## src/rtl/alu_pkg.sv

```systemverilog
// Shared constants for the byte-serial ALU front end: op selects, command
// byte field positions and the sequencer state encoding.
package alu_pkg;

  localparam logic [1:0] ALU_ADD  = 2'b00;
  localparam logic [1:0] ALU_NOTB = 2'b01;
  localparam logic [1:0] ALU_AND  = 2'b10;
  localparam logic [1:0] ALU_OR   = 2'b11;

  // Command byte: [1:0] op select, [2] take A from the last result
  localparam int CMD_SEL_LSB   = 0;
  localparam int CMD_SEL_MSB   = 1;
  localparam int CMD_CHAIN_BIT = 2;

  typedef enum logic [2:0] {
    IDLE  = 3'd0,
    GET_A = 3'd1,
    GET_B = 3'd2,
    EXEC  = 3'd3,
    HOLD  = 3'd4
  } state_t;

endpackage

```

## src/rtl/alu_seq_ctrl.sv

```systemverilog
// Clocked wrapper around the external combinational ALU: gathers command and
// operand bytes, samples the ALU in EXEC, and holds the result on a valid/ready port.
// Optional: ALU_SEQ_OVFCNT_EN adds a saturating overflow counter output.
module alu_seq_ctrl
  import alu_pkg::*;
#(
  parameter int WIDTH = 8,
  parameter int SEL_W = 2
) (
  input  logic             clk,
  input  logic             rst,
  input  logic             in_valid,
  output logic             in_ready,
  input  logic [WIDTH-1:0] in_data,
  output logic [WIDTH-1:0] alu_a,
  output logic [WIDTH-1:0] alu_b,
  output logic [SEL_W-1:0] alu_sel,
  input  logic [WIDTH-1:0] alu_f,
  input  logic             alu_ovf,
  output logic             res_valid,
  input  logic             res_ready,
  output logic [WIDTH-1:0] res_data,
  output logic             res_ovf,
  output logic             res_zero,
  output logic             res_neg
`ifdef ALU_SEQ_OVFCNT_EN
  ,
  output logic [7:0]       ovf_count
`endif
);

  state_t           state, state_nxt;
  logic [WIDTH-1:0] acc;
  logic             take;

  assign take     = in_valid && in_ready;
  assign res_zero = (res_data == '0);
  assign res_neg  = res_data[WIDTH-1];

  always_comb begin
    state_nxt = state;
    in_ready  = 1'b0;
    case (state)
      IDLE: begin
        in_ready = 1'b1;
        if (take) state_nxt = in_data[CMD_CHAIN_BIT] ? GET_B : GET_A;
      end
      GET_A: begin
        in_ready = 1'b1;
        if (take) state_nxt = GET_B;
      end
      GET_B: begin
        in_ready = 1'b1;
        if (take) state_nxt = EXEC;
      end
      EXEC:    state_nxt = HOLD;
      HOLD:    if (res_valid && res_ready) state_nxt = IDLE;
      default: state_nxt = IDLE;
    endcase
  end

  always_ff @(posedge clk or posedge rst) begin
    if (rst) begin
      state     <= IDLE;
      alu_a     <= '0;
      alu_b     <= '0;
      alu_sel   <= '0;
      res_valid <= 1'b0;
      res_data  <= '0;
      res_ovf   <= 1'b0;
      acc       <= '0;
    end else begin
      state <= state_nxt;
      case (state)
        IDLE: if (take) begin
          alu_sel <= in_data[CMD_SEL_LSB +: SEL_W];
          if (in_data[CMD_CHAIN_BIT]) alu_a <= acc;
        end
        GET_A: if (take) alu_a <= in_data;
        GET_B: if (take) alu_b <= in_data;
        // ALU inputs have been stable for a full cycle; sample the result here only
        EXEC: begin
          res_data  <= alu_f;
          res_ovf   <= alu_ovf;
          acc       <= alu_f;
          res_valid <= 1'b1;
        end
        HOLD: if (res_valid && res_ready) res_valid <= 1'b0;
        default: ;
      endcase
    end
  end

`ifdef ALU_SEQ_OVFCNT_EN
  always_ff @(posedge clk or posedge rst) begin
    if (rst)
      ovf_count <= '0;
    else if (state == EXEC && alu_ovf && ovf_count != 8'hFF)
      ovf_count <= ovf_count + 8'd1;
  end
`endif

endmodule
```

## config.mk

```make
export PLATFORM = sky130hd
export DESIGN_NAME = alu_seq_ctrl
export DESIGN_NICKNAME = d
export VERILOG_FILES = /design/src/rtl/alu_pkg.sv /design/src/rtl/alu_seq_ctrl.sv
export SDC_FILE = /design/constraint.sdc
export NUM_CORES = 1
export LEC_CHECK = 0
export CORE_ASPECT_RATIO = 0.8
export CORE_MARGIN = 8
export CORE_UTILIZATION = 43
export CTS_CLUSTER_SIZE = 24
export DETAILED_ROUTE_END_ITERATION = 8
export GPL_ROUTABILITY_DRIVEN = 0
export PLACE_DENSITY = 0.83
export SYNTH_ARGS = -nofsm -noshare
export SYNTH_HDL_FRONTEND = slang
export SYNTH_SLANG_ARGS = --single-unit
```

## constraint.sdc

```tcl
create_clock -name clk -period 1.9 [get_ports clk]
set_input_delay 0.19 -clock clk [delete_from_list [all_inputs] [get_ports clk]]
set_output_delay 0.19 -clock clk [all_outputs]
set_load 0.1 [all_outputs]
```

======== Yosys cells after proc, flatten, opt, wreduce, memory -nomap -nowiden ========
Cells that the tools add are included.
operators by class
  equality and inequality tests ........... 9
  reduce and logical (&&, ||, !) cells .... 12
  multiplexer cells ....................... 13
operators by type and width
  kind                number
  $mux 8              3
  $pmux 8 s2          1
  $pmux 3 s5          1
  $mux 3              4
  $ne 2x2->1 const B  5
  $logic_not 8->1     1
  $reduce_and 4->1    2
  $eq 3x2->1 const B  2
  $reduce_and 2->1    3
  $reduce_bool 2->1   2
  $eq 3x1->1 const B  1
  $eq 3x3->1 const B  1
  $logic_not 3->1     1
  $reduce_or 3->1     1
  $logic_and 1x1->1   2
  $mux 1              2
  $mux 2              1
  $pmux 1 s2          1
word-level totals
  bits in registers ....................... 31
  bits of input ports ..................... 21
  word-level logic and storage cells ...... 41

======== Logic depth before layout (Yosys ltp) ========
  word-level depth ........................ 6
  mapped depth ............................ 5
  depth with buffers taken out ............ 3

======== Least setup slack after synthesis ========
No wires, ideal clock.
  path type ............................... register to output
  from .................................... reg, netlist name acc[3]
  to ...................................... out res_zero
  stages on the path, launching flop included .. 3
  slack ................................... -0.937 ns
  data arrival time ....................... 2.647 ns
  cells stage by stage .................... dfrtp_1 > or4_1 > nor2_1
RTL lines
  item              line                source
  end: declaration  alu_seq_ctrl.sv:24  output logic res_zero,

==> summary.md <==
| Metric | Value |
|---|---|
| Status | completed |
| Final Setup Violations | 0 |
| Drt first pass iters | 4 |
| CP arrival | 1620 ps |
| Clock transition time at the flip-flop clock pins of the worst setup and hold paths | 60 ps |
| Critical path peak fanout | 4 |
| Synth Area in Simple Gates | 13.6% |
| Drt drc | 0 |
| Min cycle time layout | 1810 ps |
| Cells after Synth | 110 |
| Pin count of the biggest net entering global routing | 32 |
| Vias/cell | 5.42 |
| Layout cells sized above 1 | 39.9% |
| Routed Antenna Nets | 0 |
| ANT cells | 0 |
| Setup repair bufs after CTS | 0 |
| Number of library cell types mapped by synthesis | 31 |
| Final net count | 188 |
| Yosys top cell area share | 56.7% |
| Synthesized flop and latch total | 31 |
| Vias | 1,127 |
| Clock Skews | 6.49 ps |
| Most numerous cell in the Yosys netlist | dfrtp_1 |
| Main flop type after synthesis | dfrtp_1 |
| 1st-iter DRT viols | 73 |
| CP endpoint kind | primary output |
| CTS Buf Count | 5 |
| Synth Area in Compound Gates | 10.1% |
| Worst-margin pin slew | 399 ps |
| Mean routed wirelength per cell | 17.1 um |
| Vias in the first global route | 1,305 |
| Post-synth EDFFs | 0 |
| # IOs | 52 |
| Total wire length | 3.55 mm |
| Global route overflow | 0 |
| Root Buffer | clkbuf_8 |
| Clock buffer depth | 2 |
| Cell area after synthesis | 1370 um2 |
| Placed cells | 200 |
| Slew margin rel. | 73.3% |
| Post-CTS Resized | 0 |
| Crit path required time | 1710 ps |
| CP Launch Type | register |
| Hold_buf cts | 0 |
| H-tree Lvls | 2 |
| Count of pins over their slew limit | 0 |
| Final Hold Slack | 278 ps |
| Port Buf Inserts | 51 |
| Sink Count | 31 |
| Worst Setup Path Type | register to primary output |
| Vert. Die Dim | 66.4 um |
| Largest family of logic cells by synthesized area | multiplexers |
| Hold crit path type | input pin to asynchronous set/reset pin |
| Post-synthesis adder-cell area fraction | 0% |
| CTS tree | built |
| Max Freq | 552 MHz |
| Synth-to-Final Area Change | 44.6% |
| Hpwl dp | 2.71 mm |
| Gr usage total | 15.3% |
| Final hold violation count | 0 |
| Die X | 79.1 um |
| Avg Inst Size Synth | 12.4 um2 |
| Post-synthesis async set-or-reset flop share | 100% |
| Peak supply drop | 0.522 mV |
| Sequential fraction of the synthesis area | 56.7% |
| First-pass GRT wire length | 6.22 mm |
| Clk_lat worst skew | 280 ps |
| Finished Core Util | 64.5% |
| Initial core utilization | 44.6% |
| Row Count | 18 |
| Finished Layout Cells | 208 |
| Pwr Total | 1.47 mW |
| Commonest cells in the netlist | dfrtp_1, mux2_2, nor2_1, nor3_1, o22ai_1 |
| Top cells by area, synth | dfrtp_1, mux2_2, o22ai_1 |
| Syn nets | 131 |
| Leading area contributor after synthesis | dfrtp_1 |
| DIE AREA | 5250 um2 |
| Synthesis Warnings | 0 |
| RSZ-0062 raised after global routing | no |
| Initial antenna violation count | 0 |
| Post-synthesis xor/xnor area fraction | 0% |
| Core area | 3060 um2 |
| Pwr Density | 746 nW/um2 |
| Mux share of post-synthesis cell area | 15.6% |
| Leakage | 0.917 nW |
| Max Cap Violations | 0 |
| Period utilization | 95.3% |
-- flip-flops by register name (all words and copies together) (netlist names) --
| register | count |
|---|---|
| acc | 8 |
| alu_a | 8 |
| alu_b | 8 |
| state | 3 |
| alu_sel | 2 |
| res_ovf | 1 |
| res_valid | 1 |
-- cell type report --
class	count	area, um2
well taps	40	50.0
repair buffers	56	495
fillers	260	1090
inverters	3	11.3
flip-flops and latches	31	776
clock buffers	8	100
multi-input cells	70	544
-- cells in the final DEF, fill, tap and decap left out, drive strengths merged --
master,n
o22a,1
nor2,7
a22o,1
nand2b,2
or2,1
a21boi,1
nand2,5
a21oi,2
or3b,1
a31oi,1
o2bb2ai,1
o22ai,6
dfrtp,31
nor3,6
mux2,19
inv,3
or4,2
nor4bb,1
clkbuf,8
buf,36
clkdlybuf4s50,20
o21ai,3
nor2b,2
nor3b,2
and2b,1
nand4bb,1
o32ai,4
-- power breakdown --
part           switching [mW]  internal [mW]  leakage, nW
Sequential             0.0131          0.673        0.404
Clock                   0.236          0.330       0.0515
Combinational           0.149         0.0730        0.461
-- through the flow --
| stage | setup WS [ps] | area (um2) | setup TNS [ps] |
|---|---|---|---|
| after detailed placement | 74.5 | 1880 | 0 |
| after global placement | 100 | 1880 | 0 |
| final | 90.0 | 1980 | 0 |
| after floorplan | -500 | 1370 | -500 |
| after global routing | 42.2 | 1980 | 0 |
| after CTS | 79.1 | 1980 | 0 |
-- final timing paths --
check | start | endpoint | slack (ps) | cells after the start
max reg2reg | state[1] | alu_sel[1] | 260 | 3
max in group asynchronous | rst | acc[3] | 1320 | 3
max | acc[2] | res_zero | 90 | 3
min in group clk | alu_b[1] | alu_b[1] | 510 | 1
min reg2reg | alu_b[1] | alu_b[1] | 510 | 1
min | rst | alu_a[7] | 280 | 3
-- cells by family (layout without fill, tap and decap cells) --
group | Yosys count | count (layout)
buffers and inverters | 9 | 67
flip-flops | 31 | 31
AO/OA/AOI/OAI | 20 | 20
AND/OR/NAND/NOR | 31 | 31
multiplexers | 19 | 19
-- routing by layer --
| layer | wire length (um) | global-route usage, % | up-vias |
|---|---|---|---|
| met4 | 58 | 7.60 | 0 |
| met5 | 0 | 0 | - |
| met2 | 1740 | 23.6 | 43 |
| li1 | - | - | 517 |
| met3 | 269 | 6.11 | 6 |
| met1 | 1480 | 18.1 | 561 |
-- worst max-delay path, stage by stage (launching register included) --
cell	delay, ps
dfrtp_1	420
or4_1	530
nor2_2	190
buf_12	200
Power figures use the tool's default switching activity.
